==> config.mk <==
export PLATFORM = sky130hd
export DESIGN_NAME = slave_bus_master
export DESIGN_NICKNAME = d
export VERILOG_FILES = /design/src/rtl/slave_bus_pkg.sv /design/src/rtl/slave_bus_rsp_fifo.sv /design/src/rtl/slave_bus_master.sv
export SDC_FILE = /design/constraint.sdc
export NUM_CORES = 1
export LEC_CHECK = 0
export ABC_CLOCK_PERIOD_IN_PS = 3400
export BUFFER_PORTS_ARGS = -buffer_cell sky130_fd_sc_hd__buf_2
export CAP_MARGIN = 0
export CORE_ASPECT_RATIO = 1.75
export CORE_MARGIN = 3
export CORE_UTILIZATION = 50
export DETAILED_ROUTE_END_ITERATION = 12
export PLACE_DENSITY = 0.79
export SYNTH_ARGS = -nofsm -noshare
export SYNTH_HDL_FRONTEND = slang
export SYNTH_SLANG_ARGS = --single-unit
==> constraint.sdc <==
create_clock -name clk_i -period 3.4 [get_ports clk_i]
set_input_delay 0.34 -clock clk_i [delete_from_list [all_inputs] [get_ports clk_i]]
set_output_delay 0.34 -clock clk_i [all_outputs]
set_load 0.05 [all_outputs]
==> src/rtl/slave_bus_pkg.sv <==
// Shared types and register-map base addresses for the slave register bus initiator.
package slave_bus_pkg;

  typedef enum logic [1:0] {
    StIdle,
    StWrite,
    StRead
  } state_e;

  typedef struct packed {
    logic [31:0] rdata;
    logic        last;
  } rsp_entry_t;

  localparam logic [31:0] AddrFifo        = 32'h0000_0000;
  localparam logic [31:0] AddrDriverCntrl = 32'h0000_0004;
  localparam logic [31:0] AddrTraceAddr   = 32'h0000_0200;
  localparam logic [31:0] AddrTraceData   = 32'h0000_0210;
  localparam logic [31:0] AddrMonWin0     = 32'h0001_1000;
  localparam logic [31:0] AddrMonWin1     = 32'h0001_2000;
  localparam logic [31:0] AddrMonWin2     = 32'h0001_3000;
  localparam logic [31:0] AddrMonWin3     = 32'h0001_4000;

endpackage

==> src/rtl/slave_bus_rsp_fifo.sv <==
// Synchronous response FIFO (power-of-two depth) with occupancy count.
module slave_bus_rsp_fifo
  import slave_bus_pkg::*;
#(
  parameter int unsigned Depth = 4,
  localparam int unsigned PtrW = $clog2(Depth),
  localparam int unsigned CntW = PtrW + 1
) (
  input  logic            clk_i,
  input  logic            rst_ni,
  input  logic            push_i,
  input  rsp_entry_t      wdata_i,
  input  logic            pop_i,
  output rsp_entry_t      rdata_o,
  output logic            empty_o,
  output logic [CntW-1:0] count_o
);

  logic [PtrW-1:0] wptr_q, rptr_q;
  logic [CntW-1:0] count_q;
  rsp_entry_t      mem_q [Depth];
  logic            full;

  assign full    = (count_q == CntW'(Depth));
  assign empty_o = (count_q == '0);
  assign count_o = count_q;
  assign rdata_o = mem_q[rptr_q];

  always_ff @(posedge clk_i) begin
    if (!rst_ni) begin
      wptr_q  <= '0;
      rptr_q  <= '0;
      count_q <= '0;
      for (int i = 0; i < Depth; i++) mem_q[i] <= '0;
    end else begin
      if (push_i) begin
        mem_q[wptr_q] <= wdata_i;
        wptr_q        <= wptr_q + PtrW'(1);
      end
      if (pop_i) rptr_q <= rptr_q + PtrW'(1);
      count_q <= count_q + CntW'(push_i) - CntW'(pop_i);
      // Credit accounting upstream must keep this from ever firing.
      assert (!(push_i && full && !pop_i));
    end
  end

endmodule

==> src/rtl/slave_bus_master.sv <==
// Register-bus initiator: stream commands in, single-cycle rd/wr strobes out, read data back.
// Optional multi-beat bursts via `define SLAVE_BUS_MASTER_BURST_EN.
module slave_bus_master
  import slave_bus_pkg::*;
#(
  parameter int unsigned RD_LATENCY  = 1,
  parameter int unsigned RSP_DEPTH   = 4,
  parameter int unsigned ADDR_STRIDE = 4
) (
  input  logic        clk_i,
  input  logic        reset_ni,
  input  logic        cmd_valid_i,
  output logic        cmd_ready_o,
  input  logic        cmd_write_i,
  input  logic [31:0] cmd_addr_i,
  input  logic [31:0] cmd_wdata_i,
  input  logic [7:0]  cmd_len_i,
  output logic [31:0] slave_addr_o,
  output logic        slave_rd_o,
  output logic        slave_wr_o,
  output logic [31:0] slave_data_in_o,
  input  logic [31:0] slave_data_out_i,
  output logic        rsp_valid_o,
  input  logic        rsp_ready_i,
  output logic [31:0] rsp_rdata_o,
  output logic        rsp_last_o,
  output logic        busy_o
);

  localparam int unsigned CntW = $clog2(RSP_DEPTH) + 1;

  state_e          state_q, state_d;
  logic [31:0]     cur_addr_q, cur_addr_d;
  logic [31:0]     wdata_q, wdata_d;
  logic [31:0]     addr_hold_q, data_hold_q;
  logic            rd, wr, advance, beat_last, has_credit;
  logic [RD_LATENCY-1:0] pipe_vld_q, pipe_last_q;
  logic [CntW-1:0] fifo_count, inflight;
  logic            fifo_empty, fifo_push, fifo_pop;
  rsp_entry_t      push_entry, pop_entry;

`ifdef SLAVE_BUS_MASTER_BURST_EN
  logic [7:0] beats_q, beats_d;
  assign beat_last = (beats_q == 8'd0);
`else
  logic unused_len;
  assign unused_len = ^cmd_len_i;
  assign beat_last  = 1'b1;
`endif

  assign inflight   = CntW'($countones(pipe_vld_q));
  // Reserve a FIFO slot for every read strobe before issuing it.
  assign has_credit = (32'(fifo_count) + 32'(inflight)) < RSP_DEPTH;
  assign cmd_ready_o = reset_ni && (state_q == StIdle);

  always_comb begin
    state_d    = state_q;
    cur_addr_d = cur_addr_q;
    wdata_d    = wdata_q;
`ifdef SLAVE_BUS_MASTER_BURST_EN
    beats_d    = beats_q;
`endif
    rd         = 1'b0;
    wr         = 1'b0;
    advance    = 1'b0;
    unique case (state_q)
      StIdle: begin
        if (cmd_valid_i && cmd_ready_o) begin
          cur_addr_d = cmd_addr_i;
          wdata_d    = cmd_wdata_i;
`ifdef SLAVE_BUS_MASTER_BURST_EN
          beats_d    = cmd_len_i;
`endif
          state_d    = cmd_write_i ? StWrite : StRead;
        end
      end
      StWrite: begin
        wr      = 1'b1;
        advance = 1'b1;
      end
      StRead: begin
        rd      = has_credit;
        advance = has_credit;
      end
      default: state_d = StIdle;
    endcase
    if (advance) begin
      cur_addr_d = cur_addr_q + ADDR_STRIDE;
      if (beat_last) state_d = StIdle;
`ifdef SLAVE_BUS_MASTER_BURST_EN
      else beats_d = beats_q - 8'd1;
`endif
    end
  end

  always_ff @(posedge clk_i) begin
    if (!reset_ni) begin
      state_q     <= StIdle;
      cur_addr_q  <= '0;
      wdata_q     <= '0;
      addr_hold_q <= '0;
      data_hold_q <= '0;
      pipe_vld_q  <= '0;
      pipe_last_q <= '0;
`ifdef SLAVE_BUS_MASTER_BURST_EN
      beats_q     <= '0;
`endif
    end else begin
      state_q        <= state_d;
      cur_addr_q     <= cur_addr_d;
      wdata_q        <= wdata_d;
      addr_hold_q    <= slave_addr_o;
      data_hold_q    <= slave_data_in_o;
      pipe_vld_q[0]  <= rd;
      pipe_last_q[0] <= beat_last;
      for (int i = 1; i < RD_LATENCY; i++) begin
        pipe_vld_q[i]  <= pipe_vld_q[i-1];
        pipe_last_q[i] <= pipe_last_q[i-1];
      end
`ifdef SLAVE_BUS_MASTER_BURST_EN
      beats_q        <= beats_d;
`endif
    end
  end

  // A stalled read shows the pending beat address; otherwise the bus holds its last value.
  assign slave_addr_o    = (state_q != StIdle) ? cur_addr_q : addr_hold_q;
  assign slave_data_in_o = (state_q == StWrite) ? wdata_q : data_hold_q;
  assign slave_rd_o      = rd;
  assign slave_wr_o      = wr;

  assign fifo_push  = pipe_vld_q[RD_LATENCY-1];
  assign push_entry = '{rdata: slave_data_out_i, last: pipe_last_q[RD_LATENCY-1]};
  assign fifo_pop   = !fifo_empty && rsp_ready_i;

  slave_bus_rsp_fifo #(
    .Depth(RSP_DEPTH)
  ) u_rsp_fifo (
    .clk_i  (clk_i),
    .rst_ni (reset_ni),
    .push_i (fifo_push),
    .wdata_i(push_entry),
    .pop_i  (fifo_pop),
    .rdata_o(pop_entry),
    .empty_o(fifo_empty),
    .count_o(fifo_count)
  );

  assign rsp_valid_o = !fifo_empty;
  assign rsp_rdata_o = pop_entry.rdata;
  assign rsp_last_o  = pop_entry.last;
  assign busy_o      = (state_q != StIdle) || (|pipe_vld_q) || !fifo_empty;

endmodule

==> run metrics, run 1 <==
run status=complete, no violations; combinational family with the most area after synthesis=simple AND/OR/NAND/NOR gates; final net count=1,281; final setup violation count=0; fraction of the mapped netlist area in compound gates=6.46%; fin. max-slew vios=0; Worst R2R Setup Slack=0.84 ns; power density normalized to cell area=584 nW/um2; FF-to-FF path depth=8; data required time of the worst path=3.06 ns; CTS clock-pin slew for the worst setup and hold paths=0.07 ns; kind of launch point of the worst setup path=flip-flop; pre-CTS worst setup slack=0.846 ns; width of the chip=121 um; Rel. slew slack=40.2%; synthesized area=11,700 um2; maximum VDD drop=0.419 mV; flip-flop and latch count after synthesis=273; Max Cap Violations=0; number of hold buffers added after CTS=8; multi-input gate area in the final layout=4570 um2; top-level port count=211; full die area=25,200 um2; synthesized netlist cell count=976; Max H-tree Level=1; gr ovfl total=0; critical register-to-register path startpoint=state_q[0]; transition time at the pin with the least slew margin=0.897 ns; DRC errors left=0; worst flop-to-flop path endpoint=cur_addr_q[18]; endpoints failing hold=0; Std-Cell Rows=73; TritonCTS clock tree=built; Synth Area in Adders=0.923%; leading cell types in the layout, fill and taps excluded=201 x buf_2, 169 x and2_1, 139 x dfxtp_1; via count of the first global-routing pass=8,325; Core Area=22,800 um2; total number of vias=8,098; smallest hold slack=0.0193 ns; count of TritonRoute iterations in the first routing pass=5; kind of end point of the critical path=primary output; count of fill cells added during filler insertion=1,856; post-synthesis share of cell area spent on xor and xnor gates=0.451%; fraction of registers with async set or reset after synthesis=0%; post-CTS setup repair buffer count=0; number of enable-type register cells in the synthesized netlist=132; RSZ-0062 raised after global routing=false; number of buffers inserted during clock tree synthesis=25; multiplexer share of the synthesized area=12.0%; final wirelength=26,100 um; maximum number of pins on one net before global-route repair=81; Initial Utilization=51.0%; average instance area after synthesis=11.9 um2; RD Place Congestion=0.843; startpoint of the worst hold path=cmd_wdata_i[25]; Iteration-0 DRC Markers=443; critical path class=reg -> out; minimum setup slack in the final design=0.782 ns; Netlist cell types=55; Critical Path AT=2.28 ns; Yosys Warn Count=0; number of sinks handled by clock tree synthesis=273; sequential-to-total area share from yosys stat=58.2%; top_reg_cell synth=dfxtp_1; worst hold path stage count=3; Hold Path Class=in -> reg; post-synth net total=1,093; Overall Global Routing Usage=20.6%; Seq. cell area=6790 um2; vias per cell=5.46; first-pass GRT wire length=41,900 um; antenna violations before repair=1; number of standard cells in the layout, taps in and fillers out=1,482; final worst clock skew=0.0105 ns; end point of the worst hold path=wdata_q[25]; simple-gate area share of the yosys netlist=19.1%; final total negative setup slack=0 ns; maximum fanout count along the critical path=41; total of cells resized after clock tree synthesis=0; vertical die dimension=208 um; wire per inst=17.6 um; Post-DRT Antenna Nets=0; Clock Path Buffers=3; Root Buffer Master=clkbuf_16; total of buffers placed on input and output ports=202; # placed instances=1,429; clock network latency to the later pin of the worst-skew pair=0.52 ns; clock period minus worst slack=2.62 ns; Period Utilization, post-route=77.0%; commonest non-fill, non-tap cell in the layout=buf_2; share of cells above drive strength 1=31.8%; overall power of the completed layout=8.09 mW; total leakage power=5.69 nW; fmax=382 MHz; HPWL Detailed=17,400 um; Layout area overhead=18.8%
per-stage QoR:
| stage | area (um2) | util (%) |
|---|---|---|
| finish | 13800 | 60.6 |
| CTS | 13800 | 60.6 |
| detailed placement | 13000 | 56.7 |
| floorplan | 11700 | - |
| global route | 13800 | 60.6 |
| global placement | 13000 | 56.7 |
critical path, cell delays in order, from the launching register on:
cell and delay [ns]:
dfxtp_1 0.33, inv_1 0.08, ha_1 0.18, buf_4 0.41, or3b_2 0.51, buf_2 0.23
area by class of cell:
cell class / count / area share (%)
diodes: 1 / 0.0181
clock buffers: 32 / 4.93
clock inverters: 12 / 0.886
inverters: 14 / 0.380
multi-input cells: 621 / 33.0
flip-flops and latches: 273 / 49.0
well taps: 300 / 2.71
repair buffers: 229 / 9.02
synth_stat cells, drive strengths merged, types with 3 or more instances:
library cell / number / area share, %
a211oi: 3 / 0.19
a21oi: 9 / 0.39
a221o: 3 / 0.26
a31o: 3 / 0.23
a31oi: 17 / 0.91
and2: 169 / 9.1
and3: 38 / 2.0
buf: 16 / 0.72
clkbuf: 52 / 1.7
dfxtp: 141 / 24
edfxtp: 132 / 34
ha: 7 / 0.75
inv: 14 / 0.45
mux2: 58 / 5.6
mux4: 33 / 6.4
nand2: 112 / 3.6
nand2b: 3 / 0.16
nand3: 13 / 0.56
nand4: 10 / 0.59
nor2: 19 / 0.63
nor3: 7 / 0.53
nor3b: 6 / 0.48
o211ai: 20 / 1.3
o21ai: 41 / 1.8
o311ai: 3 / 0.23
or2: 3 / 0.16
or3: 13 / 0.70
or4: 7 / 0.45
xnor2: 4 / 0.30
registers in the layout, indices dropped and copies added (netlist names), named ones only:
register            flops
addr_hold_q            32
cur_addr_q             32
data_hold_q            32
fifo_push               1
pipe_last_q             1
state_q                 2
u_rsp_fifo.count_o      3
u_rsp_fifo.mem_q      132
u_rsp_fifo.rptr_q       2
u_rsp_fifo.wptr_q       2
wdata_q                32
worst max-delay path by stage:
stage                    start                     end  slack [ns]  depth (start not counted)
global route        state_q[0]                  busy_o        0.64                          5
floorplan            fifo_push  u_rsp_fifo.mem_q[1][0]        0.71                          3
finish              state_q[0]                  busy_o        0.78                          5
global placement    state_q[0]          cur_addr_q[16]        0.98                          8
detailed placement  state_q[0]          cur_addr_q[18]        0.85                          8
CTS                 state_q[0]                  busy_o        0.73                          5
kinds of logic (layout without fill, tap and decap cells):
group,after synthesis,in the layout
AO/OA/AOI/OAI,114,114
buffers and inverters,82,287
adder cells (fa/ha/maj),8,8
XOR/XNOR,6,6
AND/OR/NAND/NOR,402,402
multiplexers,91,91
flip-flops,273,273
other,0,1
power breakdown:
group / internal [mW] / leakage, nW / total [mW] / switching, mW
Sequential: 3.60 / 2.51 / 3.74 / 0.140
Combinational: 0.544 / 2.78 / 1.59 / 1.04
Clock: 1.57 / 0.396 / 2.76 / 1.19
per-layer routing:
layer | track usage [%] | part of all wire, % | vias to the layer above
met5 | 0 | 0 | -
met4 | 9.36 | 3.3 | 0
met3 | 2.69 | 4.9 | 54
met2 | 38.9 | 56 | 252
met1 | 22.2 | 35 | 3926
li1 | - | - | 3866
Note: power is estimated with default switching activity, not from simulation.
==> run 2, diff against run 1 <==
--- a/config.mk
+++ b/config.mk
@@ -5,14 +5,14 @@
 export SDC_FILE = /design/constraint.sdc
 export NUM_CORES = 1
 export LEC_CHECK = 0
-export ABC_CLOCK_PERIOD_IN_PS = 3400
+export ABC_CLOCK_PERIOD_IN_PS = 2700
 export BUFFER_PORTS_ARGS = -buffer_cell sky130_fd_sc_hd__buf_2
 export CAP_MARGIN = 0
 export CORE_ASPECT_RATIO = 1.75
 export CORE_MARGIN = 3
-export CORE_UTILIZATION = 50
+export CORE_UTILIZATION = 55
 export DETAILED_ROUTE_END_ITERATION = 12
-export PLACE_DENSITY = 0.79
+export PLACE_DENSITY = 0.82
 export SYNTH_ARGS = -nofsm -noshare
 export SYNTH_HDL_FRONTEND = slang
 export SYNTH_SLANG_ARGS = --single-unit
==> constraint.sdc (replaced) <==
create_clock -name clk_i -period 2.7 [get_ports clk_i]
set_input_delay 0.27 -clock clk_i [delete_from_list [all_inputs] [get_ports clk_i]]
set_output_delay 0.27 -clock clk_i [all_outputs]
set_load 0.05 [all_outputs]
==> run 2 against run 1 <==
  * Sequential share of layout area down 1.3 points
  * Largest cell class unchanged
  * Count of clock-buffer cells in the layout up 1
  * Critical endpoint unchanged
  * Register-to-register slack worse by 0.63 ns
  * Power up 26%
  * Sequential power up 25%
==> run metrics, run 2 (synthesis gave the netlist of run 1 again) <==
wire per inst=18.4 um; Root Buffer Master=clkbuf_16; instance area at placement=13,000 um2; Post-DRT Antenna Nets=0; final standard cell utilization of the core=69.2%; final setup violation count=0; overall power of the completed layout=10.2 mW; minimum setup slack in the final design=0.130 ns; cell with the largest stage delay on the worst path=or3b_2; vias per cell=5.66; Clock Path Buffers=3; Largest register FFs=132; RSZ-0062 raised after global routing=false; kind of end point of the critical path=primary output; pre-CTS worst setup slack=0.266 ns; leading cell types in the layout, fill and taps excluded=201 x buf_2, 169 x and2_1, 140 x dfxtp_1; gr ovfl total=0; kind of launch point of the worst setup path=flip-flop; full die area=23,000 um2; # placed instances=1,385; Max Cap Violations=0; Overall Global Routing Usage=23.3%; Critical Path AT=2.30 ns; share of cells above drive strength 1=31.2%; vertical die dimension=199 um; Worst path max stage delay=0.48 ns; RD Place Congestion=0.872; fmax=389 MHz; CTS clock-pin slew for the worst setup and hold paths=0.07 ns; maximum VDD drop=0.530 mV; total of cells resized after clock tree synthesis=0; critical path class=reg -> out; number of buffers inserted during clock tree synthesis=24; clock network latency to the later pin of the worst-skew pair=0.51 ns; DRC errors left=0; total number of vias=8,332; Iteration-0 DRC Markers=499; Finished Cell Area=14,200 um2; final total negative setup slack=0 ns; via count of the first global-routing pass=8,734; Period Utilization, post-route=95.2%; transition time at the pin with the least slew margin=0.587 ns; number of standard cells in the layout, taps in and fillers out=1,471; Rel. slew slack=60.9%; Std-Cell Rows=69; power density normalized to cell area=718 nW/um2; HPWL Detailed=17,000 um; final wirelength=27,000 um; Largest Register=u_rsp_fifo.mem_q; total leakage power=5.89 nW; data required time of the worst path=2.43 ns; commonest non-fill, non-tap cell in the layout=buf_2; top-level port count=211; endpoints failing hold=0; kind of cell adding the most delay to the critical path=buffers and inverters; antenna violations before repair=1; final net count=1,321; maximum fanout count along the critical path=36; clock period minus worst slack=2.57 ns; crit-path cells=inv_1 -> ha_1 -> buf_12 -> or3b_2 -> buf_2; Core Area=20,500 um2; Layout area overhead=22.1%; Initial Utilization=56.7%; count of TritonRoute iterations in the first routing pass=4; run status=complete, no violations; Max H-tree Level=1; Buf+Inv Stages, Crit Path=3; number of sinks handled by clock tree synthesis=273; fin. max-slew vios=0; TritonCTS clock tree=built; Hold Path Class=in -> reg; first-pass GRT wire length=43,000 um; maximum number of pins on one net before global-route repair=61; final worst clock skew=0.0144 ns; total of buffers placed on input and output ports=202; smallest hold slack=0.0356 ns; width of the chip=116 um
==> run 2: cell type report <==
cell class / count / area [um2]
timing repair buffer: 270 / 1710
sequential: 273 / 6790
antenna: 1 / 2.50
clock inverter: 11 / 80.1
inverter: 14 / 52.6
fill: 1447 / 6320
tap: 248 / 310
clock buffer: 33 / 706
multi-input combinational: 621 / 4570
==> run 2: timing repair <==
action	CTS	global route
hold buffers	41	0
endpoints found under the hold margin	41	0
setup buffers	0	0
==> run 2: report_power, final <==
group / internal [mW] / switching, mW
registers: 4.54 / 0.122
logic: 0.768 / 1.40
clock network: 1.92 / 1.46
total: 7.23 / 2.98
==> run 2: worst min-delay path: stages <==
cell	delay [ns]
buf_2	0.10
nand2_1	0.05
a31oi_1	0.07
==> run 2: layer usage <==
layer | wire [um] | global-route usage, % | part of all wire, % | vias to the layer above
met5 | 0 | 0 | 0 | -
met4 | 1090 | 9.59 | 4.0 | 0
met3 | 1440 | 3.50 | 5.3 | 81
met2 | 14900 | 44.4 | 55 | 264
met1 | 9660 | 25.1 | 36 | 4034
li1 | - | - | - | 3953
==> run 2: path summary, 6_finish.rpt <==
kind              depth (start not counted)           start  slack (ns)             end
hold / removal                            3  cmd_addr_i[14]        0.04  cur_addr_q[14]
setup reg to reg                          8      state_q[0]        0.21  cur_addr_q[28]
hold reg to reg                           2   cur_addr_q[1]        0.46   cur_addr_q[1]
setup / recovery                          5      state_q[0]        0.13          busy_o
